## src/rtl/freq_meter_if.sv

```systemverilog
// Result handshake between the frequency meter and its readout consumer.
// The meter publishes freq/flags; the consumer acknowledges with rd_ack.
interface freq_meter_if #(
  parameter int CNT_W = 27
);
  logic             rd_ack;
  logic [CNT_W-1:0] freq;
  logic             freq_valid;
  logic             overflow;
  logic             lost;

  modport master (
    input  rd_ack,
    output freq,
    output freq_valid,
    output overflow,
    output lost
  );

  modport slave (
    output rd_ack,
    input  freq,
    input  freq_valid,
    input  overflow,
    input  lost
  );
endinterface

```

## src/rtl/freq_meter.sv

```systemverilog
// Gated event counter: counts rising edges of sig_in between gate transitions
// and publishes each window's count through a valid/ack result register.
//
// state   | meaning
// IDLE    | not measuring; waiting for enable and a gate transition to open a window
// MEASURE | counting sig_in rising edges; every gate transition closes and reopens a window
module freq_meter #(
  parameter int CNT_W = 27
) (
  input  logic        clk,
  input  logic        reset,
  input  logic        enable,
  input  logic        gate,
  input  logic        sig_in,
  output logic        busy,
  freq_meter_if.master res
);

  typedef enum logic {
    IDLE    = 1'b0,
    MEASURE = 1'b1
  } state_t;

  localparam logic [CNT_W-1:0] CNT_MAX = '1;
  localparam logic [CNT_W-1:0] CNT_ONE = {{(CNT_W-1){1'b0}}, 1'b1};

  state_t           state_q, state_d;
  logic [2:0]       gate_sync, sig_sync;
  logic             ge, se;
  logic [CNT_W-1:0] se_ext;
  logic             cnt_full;

  logic [CNT_W-1:0] cnt_q, cnt_d;
  logic             ovf_int_q, ovf_int_d;
  logic [CNT_W-1:0] freq_q, freq_d;
  logic             valid_q, valid_d;
  logic             ovf_q, ovf_d;
  logic             lost_q, lost_d;

  // Both inputs share one sync depth so se and ge stay cycle-aligned.
  always_ff @(posedge clk or negedge reset) begin
    if (!reset) begin
      gate_sync <= '0;
      sig_sync  <= '0;
    end else begin
      gate_sync <= {gate_sync[1:0], gate};
      sig_sync  <= {sig_sync[1:0], sig_in};
    end
  end

  assign ge       = gate_sync[2] ^ gate_sync[1];
  assign se       = sig_sync[1] & ~sig_sync[2];
  assign se_ext   = {{(CNT_W-1){1'b0}}, se};
  assign cnt_full = (cnt_q == CNT_MAX);

  always_ff @(posedge clk or negedge reset) begin
    if (!reset) begin
      state_q   <= IDLE;
      cnt_q     <= '0;
      ovf_int_q <= 1'b0;
      freq_q    <= '0;
      valid_q   <= 1'b0;
      ovf_q     <= 1'b0;
      lost_q    <= 1'b0;
    end else begin
      state_q   <= state_d;
      cnt_q     <= cnt_d;
      ovf_int_q <= ovf_int_d;
      freq_q    <= freq_d;
      valid_q   <= valid_d;
      ovf_q     <= ovf_d;
      lost_q    <= lost_d;
    end
  end

  always_comb begin
    state_d   = state_q;
    cnt_d     = cnt_q;
    ovf_int_d = ovf_int_q;
    freq_d    = freq_q;
    valid_d   = valid_q;
    ovf_d     = ovf_q;
    lost_d    = lost_q;

    if (res.rd_ack && valid_q) begin
      valid_d = 1'b0;
    end

    case (state_q)
      IDLE: begin
        cnt_d     = '0;
        ovf_int_d = 1'b0;
        if (enable && ge) begin
          state_d = MEASURE;
        end
      end
      MEASURE: begin
        if (!enable) begin
          state_d   = IDLE;
          cnt_d     = '0;
          ovf_int_d = 1'b0;
        end else if (ge) begin
          // A sig edge landing on the boundary belongs to the closing window.
          freq_d    = cnt_full ? CNT_MAX : (cnt_q + se_ext);
          ovf_d     = ovf_int_q | (cnt_full & se);
          // A simultaneous ack consumes the old result, so nothing is lost.
          if (valid_q && !res.rd_ack) begin
            lost_d = 1'b1;
          end
          valid_d   = 1'b1;
          cnt_d     = '0;
          ovf_int_d = 1'b0;
        end else if (se) begin
          if (cnt_full) begin
            ovf_int_d = 1'b1;
          end else begin
            cnt_d = cnt_q + CNT_ONE;
          end
        end
      end
      default: begin
        state_d = IDLE;
      end
    endcase
  end

  assign busy           = (state_q == MEASURE);
  assign res.freq       = freq_q;
  assign res.freq_valid = valid_q;
  assign res.overflow   = ovf_q;
  assign res.lost       = lost_q;

endmodule

```

## src/flat_wrapper.sv

```systemverilog
// flat-port wrapper written by rule: the top's interface ports become plain ports
module freq_meter_flat 
#(
  parameter int CNT_W = 27
)
  (clk, reset, enable, gate, sig_in, busy, res_rd_ack, res_freq, res_freq_valid, res_overflow, res_lost);
  freq_meter_if #(.CNT_W(CNT_W)) res_i ();
  input  logic clk;
  input  logic reset;
  input  logic enable;
  input  logic gate;
  input  logic sig_in;
  output logic busy;
  input wire logic [$bits(res_i.rd_ack)-1:0] res_rd_ack;
  output wire logic [$bits(res_i.freq)-1:0] res_freq;
  output wire logic [$bits(res_i.freq_valid)-1:0] res_freq_valid;
  output wire logic [$bits(res_i.overflow)-1:0] res_overflow;
  output wire logic [$bits(res_i.lost)-1:0] res_lost;
  assign res_i.rd_ack = res_rd_ack;
  assign res_freq = res_i.freq;
  assign res_freq_valid = res_i.freq_valid;
  assign res_overflow = res_i.overflow;
  assign res_lost = res_i.lost;
  freq_meter #(.CNT_W(CNT_W)) u_core (.clk(clk), .reset(reset), .enable(enable), .gate(gate), .sig_in(sig_in), .busy(busy), .res(res_i));
endmodule
```

## config.mk

```make
export PLATFORM = sky130hd
export DESIGN_NAME = freq_meter_flat
export DESIGN_NICKNAME = d
export VERILOG_FILES = /design/src/rtl/freq_meter_if.sv /design/src/rtl/freq_meter.sv /design/src/flat_wrapper.sv
export SDC_FILE = /design/constraint.sdc
export NUM_CORES = 1
export LEC_CHECK = 0
export CAP_MARGIN = 20
export CORE_MARGIN = 5
export CORE_UTILIZATION = 30
export DETAILED_ROUTE_END_ITERATION = 16
export PLACE_DENSITY = 0.56
export SYNTH_ARGS = -nofsm -noshare
export SYNTH_HDL_FRONTEND = slang
export SYNTH_SLANG_ARGS = --single-unit
```

## constraint.sdc

```tcl
create_clock -name clk -period 3.18 [get_ports clk]
set_clock_uncertainty 0.15 [all_clocks]
set_input_delay 0.636 -clock clk [delete_from_list [all_inputs] [get_ports clk]]
set_output_delay 0.636 -clock clk [all_outputs]
set_load 0.03 [all_outputs]
```

==> results.cfg <==
[clock_network]
cts.sinks = 65
cts_tree = yes
ctsResizeCount = 0
path_clk_slew_ns = 0.07
cts_setup_buffers = 0
worstSkewPairLatency_ns = 0.34
cts_made_buffers = 9
cts_hold_buf = 0
htree_levels = 3
clockBufferDepth = 2
clockRootBuffer = clkbuf_8

[grt]
track_usage = 0.124
grt_max_degree = 36
grt_pass1_vias = 2574
grt_overflow_total = 0
grt_first_pass_wirelength_um = 12900
antenna_found_initial = 0

[yosys]
synth_seq_area_share = 0.504
synth_top_cell_area_share = 0.504
synthTopCellsByArea = dfrtp_1 50%, xnor2_1 7.1%, nor2_1 6.2%, a21oi_1 4.3%, nand2_1 3.6%
synth_edf_count = 0
syn_area_per_cell_um2 = 9.30
ys_ff_latch = 65
netlist_area_um2 = 3230
synthTopCellsByCount = 65 x dfrtp_1, 53 x nor2_1, 31 x nand2_1, 28 x a21oi_1, 26 x xnor2_1
yosysTopAreaCell = dfrtp_1
synthArstFlopShare = 1.00
postSynthCellCount = 347
yosysMostFrequentCell = dfrtp_1
synth-main-ff-cell = dfrtp_1
synth_warnings = 0
syn_nets = 356
ys_types = 39

[detailed_routing]
vias = 2547
via_per_inst = 4.87
totalWireLength_um = 7650
ant_nets = 0
avgRoutedWirePerCell_um = 14.6
dr.pass1.iters = 4
drc_errors = 0
drtIter0Drc = 109

[critical_path]
crit_path_start_kind = flip-flop
arrival_ns = 2.63
crit_fanout = 11
worstSetupPathType = flip-flop to flip-flop
worstPathRequired_ns = 3.22
r2r-start = u_core.sig_sync[2]
cp-end-kind = flip-flop
rr_worst_depth = 10
critPathLaunch = u_core.sig_sync[2]

[finish]
fin_util = 0.380
layout-drive-gt1-share = 0.0879
n_antenna_cell = 0
final_nets = 393
filler_cell_count = 1074
area_delta_synth_final_pct = 22.7

[placed_design]
dp_hpwl_um = 5490
gp_congestion = 0.823
portBuffers = 36
dp_slack_ns = 0.533

[timing]
finalMaxSlewViolations = 0
fin_crit_ns = 2.59
fin_ws_ns = 0.588
fmaxAchievable_mhz = 386
worst_pin_slew_ns = 0.958
setup_violations = 0
tns_ns = 0
period_share = 0.815
hold_violations = 0
rsz0062_at_grt = no
slew_headroom = 0.359

[floorplan]
initial_utilization = 0.310
die_width_um = 114
num_io_pins = 37
rows = 37
core_area_um2 = 10400
dieArea_um2 = 12900
fp.dieH_um = 114

[power_and_ir_drop]
switching_share = 0.294
ir_drop_v = 0.000217
p_leak_nw = 1.51
combPwrFrac = 0.231
power_frac_clock = 0.343
pwr-share-seq = 0.426
p_sw_mw = 0.671
power.density_nw_per_um2 = 576
p_int_mw = 1.61

[hold_path]
hp-class = input pin to asynchronous set/reset pin

[run]
drv_cap = 0

[outcome]
outcome = finished clean
[through the flow]
stage               cells  power (mW)  hold slack (ns)  cell area, um^2
global placement      509        1.52            0.183             3740
CTS                   523        2.31            0.175             3960
global route          523        2.38            0.214             3960
finish                523        2.28            0.159             3960
detailed placement    509        1.53            0.186             3740
floorplan             347        1.28            0.181             3230
[final cells by class]
class	count	area (um^2)	share of cell area
sequential	65	1630	0.411
clock inverter	3	65.1	0.0164
timing repair buffer	45	423	0.107
clock buffer	11	151	0.0382
tap	136	170	0.0430
multi-input combinational	256	1500	0.378
inverter	7	26.3	0.00664
[worst max-delay path, cell delays in order, from the launching register on]
cell and delay (ns):
dfrtp_1 0.35, nand2b_1 0.31, inv_1 0.16, ha_1 0.19, ha_1 0.19, nand3_1 0.20, nor4_1 0.25, buf_4 0.20
nor2b_1 0.16, xnor2_1 0.18, a21oi_1 0.10
[sequential cells by signal, indices dropped and copies added, names as in the netlist]
signal	flops
u_core.res.freq	27
u_core.cnt_q	27
u_core.res.freq_valid	1
u_core.res.overflow	1
u_core.ovf_int_q	1
u_core.busy	1
u_core.gate_sync	3
u_core.res.lost	1
u_core.sig_sync	3
[path summary, 6_finish.rpt]
path / slack (ns) / end
max reg2reg: 0.59 / u_core.res.freq[24]
min in group clk: 0.20 / u_core.sig_sync[1]
min reg2reg: 0.20 / u_core.sig_sync[1]
min: 0.16 / u_core.cnt_q[21]
max: 0.59 / u_core.res.freq[24]
max in group asynchronous: 1.99 / u_core.cnt_q[11]
[power groups by stage]
stage | Combinational (mW) | Clock [mW] | Sequential (mW)
global placement | 0.530 | 0 | 0.987
floorplan | 0.104 | 0 | 1.17
CTS | 0.536 | 0.799 | 0.975
global route | 0.565 | 0.829 | 0.987
detailed placement | 0.535 | 0 | 0.991
finish | 0.527 | 0.783 | 0.973
[placed cells by master, fill, tap and decap left out, types with 3 or more instances in the layout]
master,synthesis,routed
inv_1,7,7
a31oi_1,12,12
nor4_1,9,9
xnor2_1,26,26
nand2_1,31,31
a211oi_1,4,4
a21oi_1,28,28
xor2_1,9,9
nor2_1,53,53
and3_1,3,3
clkbuf_8,0,11
ha_1,3,3
o31ai_1,3,3
o21ai_1,5,5
buf_4,1,9
mux2i_1,3,3
dfrtp_1,65,65
or2_2,3,3
nand3_1,14,14
or3_1,10,10
nand4_1,9,9
o21ai_0,6,6
clkdlybuf4s50_1,0,35
nor3_1,5,5
[kinds of logic (layout without fill, tap and decap cells)]
family / count (synthesis) / in the layout / synth area share
adders and majority gates: 3 / 3 / 0.0116
xor gates and xnor gates: 35 / 35 / 0.0950
buffers and inverters: 26 / 66 / 0.0329
DFF: 65 / 65 / 0.504
muxes: 3 / 3 / 0.00930
AOI/OAI and AO/OA: 65 / 65 / 0.119
and+or+nand+nor: 150 / 150 / 0.229
[layer usage]
| metal | routed length (um) | vias to the layer above | part of all wire | GRT usage |
|---|---|---|---|---|
| met1 | 3790 | 1202 | 0.50 | 0.169 |
| li1 | - | 1284 | - | - |
| met4 | 97 | 0 | 0.013 | 0.0505 |
| met5 | 0 | - | 0 | 0 |
| met3 | 422 | 7 | 0.055 | 0.0308 |
| met2 | 3340 | 54 | 0.44 | 0.189 |
Power figures use the tool's default switching activity.
